File: config.mk
export PLATFORM = sky130hd
export DESIGN_NAME = mux4_rr_scheduler
export DESIGN_NICKNAME = d
export VERILOG_FILES = /design/src/rtl/mux4_rr_scheduler.sv
export SDC_FILE = /design/constraint.sdc
export NUM_CORES = 1
export LEC_CHECK = 0
export BUFFER_PORTS_ARGS = -buffer_cell sky130_fd_sc_hd__buf_2
export CORE_ASPECT_RATIO = 2
export CORE_MARGIN = 1
export CORE_UTILIZATION = 39
export CTS_BUF_LIST = sky130_fd_sc_hd__clkbuf_8 sky130_fd_sc_hd__clkbuf_16
export DETAILED_ROUTE_END_ITERATION = 10
export PLACE_DENSITY = 0.67
export SLEW_MARGIN = 0
export SYNTH_ARGS = -nofsm -noshare
export SYNTH_HDL_FRONTEND = slang
export SYNTH_SLANG_ARGS = --single-unit
File: constraint.sdc
create_clock -name clock -period 3.9 [get_ports clock]
set_input_delay 0.195 -clock clock [delete_from_list [all_inputs] [get_ports clock]]
set_output_delay 0.195 -clock clock [all_outputs]
set_load 0.02 [all_outputs]
File: src/rtl/mux4_rr_scheduler.sv
// Round-robin 4:1 scheduler with a bounded hold time and a registered shared data mux.
// Optional macro ARB_LOCK_EN adds a lock input that holds the grant past timeout.
module mux4_rr_scheduler #(
  parameter int unsigned HOLD_CYCLES = 4
) (
  input  logic       clock,
  input  logic       reset,
  input  logic [3:0] req,
  input  logic [1:0] d0,
  input  logic [1:0] d1,
  input  logic [1:0] d2,
  input  logic [1:0] d3,
`ifdef ARB_LOCK_EN
  input  logic       lock,
`endif
  output logic [3:0] grant,
  output logic [1:0] sel,
  output logic [1:0] q,
  output logic       valid
);

  localparam logic [7:0] HoldLast = 8'(HOLD_CYCLES - 1);

  typedef enum logic [0:0] {StIdle, StGrant} state_e;

  state_e     state_q, state_d;
  logic [1:0] ptr_q, ptr_d;
  logic [7:0] cnt_q, cnt_d;
  logic [3:0] grant_q, grant_d;
  logic [1:0] sel_q, sel_d;
  logic [1:0] q_q, q_d;
  logic       valid_q, valid_d;

  logic       timeout;
  logic       release_grant;
  logic       new_grant;
  logic [1:0] arb_ptr;
  logic [1:0] winner;
  logic [1:0] mux_out;

  // First set request bit searching upward from p, modulo 4.
  function automatic logic [1:0] pick(input logic [3:0] r, input logic [1:0] p);
    logic [1:0] idx;
    pick = p;
    for (int k = 3; k >= 0; k--) begin
      idx = p + 2'(k);
      if (r[idx]) pick = idx;
    end
  endfunction

  always_ff @(posedge clock) begin
    if (reset) begin
      state_q <= StIdle;
      ptr_q   <= 2'd0;
      cnt_q   <= 8'd0;
      grant_q <= 4'b0000;
      sel_q   <= 2'd0;
      q_q     <= 2'd0;
      valid_q <= 1'b0;
    end else begin
      state_q <= state_d;
      ptr_q   <= ptr_d;
      cnt_q   <= cnt_d;
      grant_q <= grant_d;
      sel_q   <= sel_d;
      q_q     <= q_d;
      valid_q <= valid_d;
    end
  end

  always_comb begin
    timeout = (cnt_q == HoldLast);
`ifdef ARB_LOCK_EN
    // Lock only defers a timeout; a dropped request still releases.
    timeout = timeout && !(lock && req[sel_q]);
`endif
    release_grant = (state_q == StGrant) && (!req[sel_q] || timeout);
    arb_ptr       = release_grant ? sel_q + 2'd1 : ptr_q;
    winner        = pick(req, arb_ptr);
    state_d       = state_q;
    unique case (state_q)
      StIdle:  if (|req) state_d = StGrant;
      StGrant: if (release_grant && !(|req)) state_d = StIdle;
      default: state_d = StIdle;
    endcase
  end

  always_comb begin
    unique case (sel_q)
      2'd0:    mux_out = d0;
      2'd1:    mux_out = d1;
      2'd2:    mux_out = d2;
      default: mux_out = d3;
    endcase
    new_grant = (state_d == StGrant) && ((state_q == StIdle) || release_grant);
    ptr_d     = release_grant ? arb_ptr : ptr_q;
    grant_d   = grant_q;
    sel_d     = sel_q;
    cnt_d     = cnt_q;
    q_d       = q_q;
    valid_d   = 1'b0;
    if (state_q == StGrant) begin
      q_d     = mux_out;
      valid_d = 1'b1;
    end
    if (new_grant) begin
      grant_d = 4'b0001 << winner;
      sel_d   = winner;
      cnt_d   = 8'd0;
    end else if (state_d == StIdle) begin
      grant_d = 4'b0000;
    end else if (cnt_q != HoldLast) begin
      cnt_d = cnt_q + 8'd1;
    end
  end

  assign grant = grant_q;
  assign sel   = sel_q;
  assign q     = q_q;
  assign valid = valid_q;

endmodule

==> flow_summary.toml <==
[synthesis]
synth_largest_area_cell = "dfxtp_1"
ys.flop_type = "dfxtp_1"
synthTopCellsByArea = "dfxtp_1, ha_1, nor2_1"
ys_seq_area_frac = 0.352
synth_edf_count = 0
syn_nets = 142
async_flop_share = 0
netlist_instances = 123
ys_warn_count = 0
yosys_register_bits = 20
synth_top_area_frac = 0.352
synth.avg_cell_area_sq_um = 9.24
synth_cell_type_count = 42
synthesis.area_sq_mm = 0.00114

[floorplan]
fp.dieW_um = 40.2
start_util = 0.410
io_pins = 23
chipHeight_um = 78.3
rows = 27
die_area_sq_mm = 0.00315
coreArea_sq_mm = 0.00277

[placed_design]
placed_cells = 171
gp_congestion = 0.796
dp_hpwl_mm = 1.97
io_buffers = 22

[global_routing]
overflow = 0
grt_pass1_wl_mm = 4.20
grt_use_total = 0.186
antenna_found_initial = 0
grt_pass1_vias = 992
grt_max_degree = 15

[routing]
drt_iter0_markers = 24
drc_errors = 0
drt_wl_total_mm = 2.48
wire_per_inst_um = 14.2
vias_per_cell = 5.77
dr.pass1.iters = 4
vias = 1009
postRouteAntennaNets = 0

[power]
comb_power_share = 0.230
switchingPower_mw = 0.155
fin_total_pwr_mw = 0.565
leakagePower_nw = 0.566
switching_share = 0.275
p_int_mw = 0.410
power_density_mw_per_mm2 = 424
pwr-share-clk = 0.361
pwr-share-seq = 0.410
ir_drop_v = 0.000285

[outcome]
status = "complete, no violations"

[timing]
clock_skew_ns = 0.00436
max-slew-margin-rel = 0.733
min_period_ns = 2.61
grt_setup_unrepaired = "false"
max_freq_mhz = 383
tns_ns = 0
hold_viol_final = 0
slew_viol_final = 0
worst_slew_pin_slew_ns = 0.399
finalSetupViolCount = 0
fin_crit_sh = 0.669

[setup_path]
crit_path_end = "grant[1]$_SDFFE_PP0P_"
crit_fanout = 9
required_ns = 4.07
crit_arrival_ns = 2.77
timing.rr.end = "grant[1]$_SDFFE_PP0P_"
start_kind = "flop"
endpoint_kind = "flop"
crit_type = "flop to flop"
worstSetupStartpoint = "cnt_q[0]$_SDFFE_PP0P_"
reg2reg_from = "cnt_q[0]$_SDFFE_PP0P_"
rr_worst_depth = 8
r2r_setup_slack_ns = 1.29

[job]
maxCapViolations = 0

[layout]
synthToLayoutAreaGrowth_pct = 17.3
fin_util = 0.481
n_antenna_cell = 0
final_cells = 175
fill_cells = 284
fin_nets = 166
layout-drive-gt1-share = 0.240

[cts]
cts_resized = 0
clkSinkCount = 20
holdBufCountCts = 0
clk_latency_ns = 0.25
cts_tree = "done"
clk_pin_slew_worst_paths_ns = 0.08
postCtsSetupRepairBufs = 0
cts_buffers = 3
h-tree-depth = 1
clockBufferDepth = 2
clock-root-buffer = "clkbuf_8"

[hold_path]
hold_class = "input port to flop"
worst min-delay path by stage:
| stage | startpoint | endpoint | slack, ns | depth (start not counted) |
|---|---|---|---|---|
| after floorplan | req[0] | state_q$_SDFF_PP0_ | 0.33 | 2 |
| after global placement | grant[2]$_SDFFE_PP0P_ | grant[2]$_SDFFE_PP0P_ | 0.46 | 2 |
| after detailed placement | grant[0]$_SDFFE_PP0P_ | grant[0]$_SDFFE_PP0P_ | 0.47 | 2 |
| after CTS | req[2] | state_q$_SDFF_PP0_ | 0.27 | 3 |
| after global routing | reset | q[1]$_SDFFE_PP0P_ | 0.28 | 2 |
| final | req[2] | state_q$_SDFF_PP0_ | 0.27 | 3 |
Yosys cell counts (3+ instances only):
cell type / count
a21oi_1: 7
dfxtp_1: 20
ha_1: 5
inv_1: 7
mux2i_1: 3
nand2_1: 10
nand3_1: 4
nand4_1: 3
nor2_1: 16
nor3_1: 3
o21ai_0: 3
xor2_1: 5
cell usage in the layout (no fill, tap or decap), types with 2 or more instances in the layout:
cell,n
clkbuf_8,3
nand3_1,4
dfxtp_1,20
ha_1,5
mux2i_1,3
xor2_1,5
nor3_1,3
nor2_1,16
a31o_1,2
inv_1,7
o21ai_0,3
buf_2,22
xnor2_1,2
nand3b_1,2
o32ai_1,2
a222oi_1,2
nand4_1,3
nand2_1,10
a31oi_1,2
a21oi_1,7
per-layer routing:
metal / GRT usage / share of wire / vias to the layer above / wire length, um
li1: - / - / 503 / -
met1: 0.187 / 0.38 / 489 / 952
met2: 0.335 / 0.57 / 11 / 1430
met3: 0.0169 / 0.016 / 6 / 39
met4: 0.0966 / 0.026 / 0 / 64
met5: 0 / 0 / - / 0
through the flow:
stage / cell area [sq um] / worst slack, ns / hold WS, ns
4_1_cts: 1330 / 1.28 / 0.265
3_5_place_dp: 1260 / 1.31 / 0.472
3_3_place_gp: 1260 / 1.39 / 0.463
2_1_floorplan: 1140 / 1.54 / 0.331
5_1_grt: 1330 / 1.13 / 0.277
6_report: 1330 / 1.29 / 0.274
sequential cells by signal, indices dropped and copies added, names as in the netlist:
signal	cells
cnt_q	8
grant	4
ptr_q	2
q	2
sel	2
state_q	1
valid	1
critical path: stages, from the launching register on:
cell,delay (ns)
dfxtp_1,0.37
ha_1,0.22
or4b_4,0.48
o41a_4,0.42
nand2b_4,0.17
a31oi_1,0.29
a41o_1,0.30
nand3b_1,0.13
o32ai_1,0.13
layout make-up:
class                   instances  area [sq um]  share of cell area
clock inverters                 1          30.0              0.0225
multi-input cells              93           688               0.516
well taps                      29          36.3              0.0272
clock buffers                   3          41.3              0.0310
inverters                       7          26.3              0.0197
flip-flops and latches         20           400               0.300
repair buffers                 22           110              0.0826
logic make-up after synthesis:
family                   share of synthesized area
flip-flops                                   0.352
adder cells (fa/ha/maj)                     0.0551
XOR/XNOR                                    0.0540
AND/OR/NAND/NOR                              0.250
buffers and inverters                       0.0419
multiplexers                                0.0496
AO/OA/AOI/OAI                                0.197
power by group through the flow:
stage / registers, mW / logic [mW] / clock network, mW
5_1_grt: 0.234 / 0.143 / 0.217
6_report: 0.231 / 0.130 / 0.204
3_3_place_gp: 0.236 / 0.126 / 0
3_5_place_dp: 0.236 / 0.130 / 0
4_1_cts: 0.232 / 0.131 / 0.209
2_1_floorplan: 0.244 / 0.0854 / 0
(Power assumes the default switching activity.)
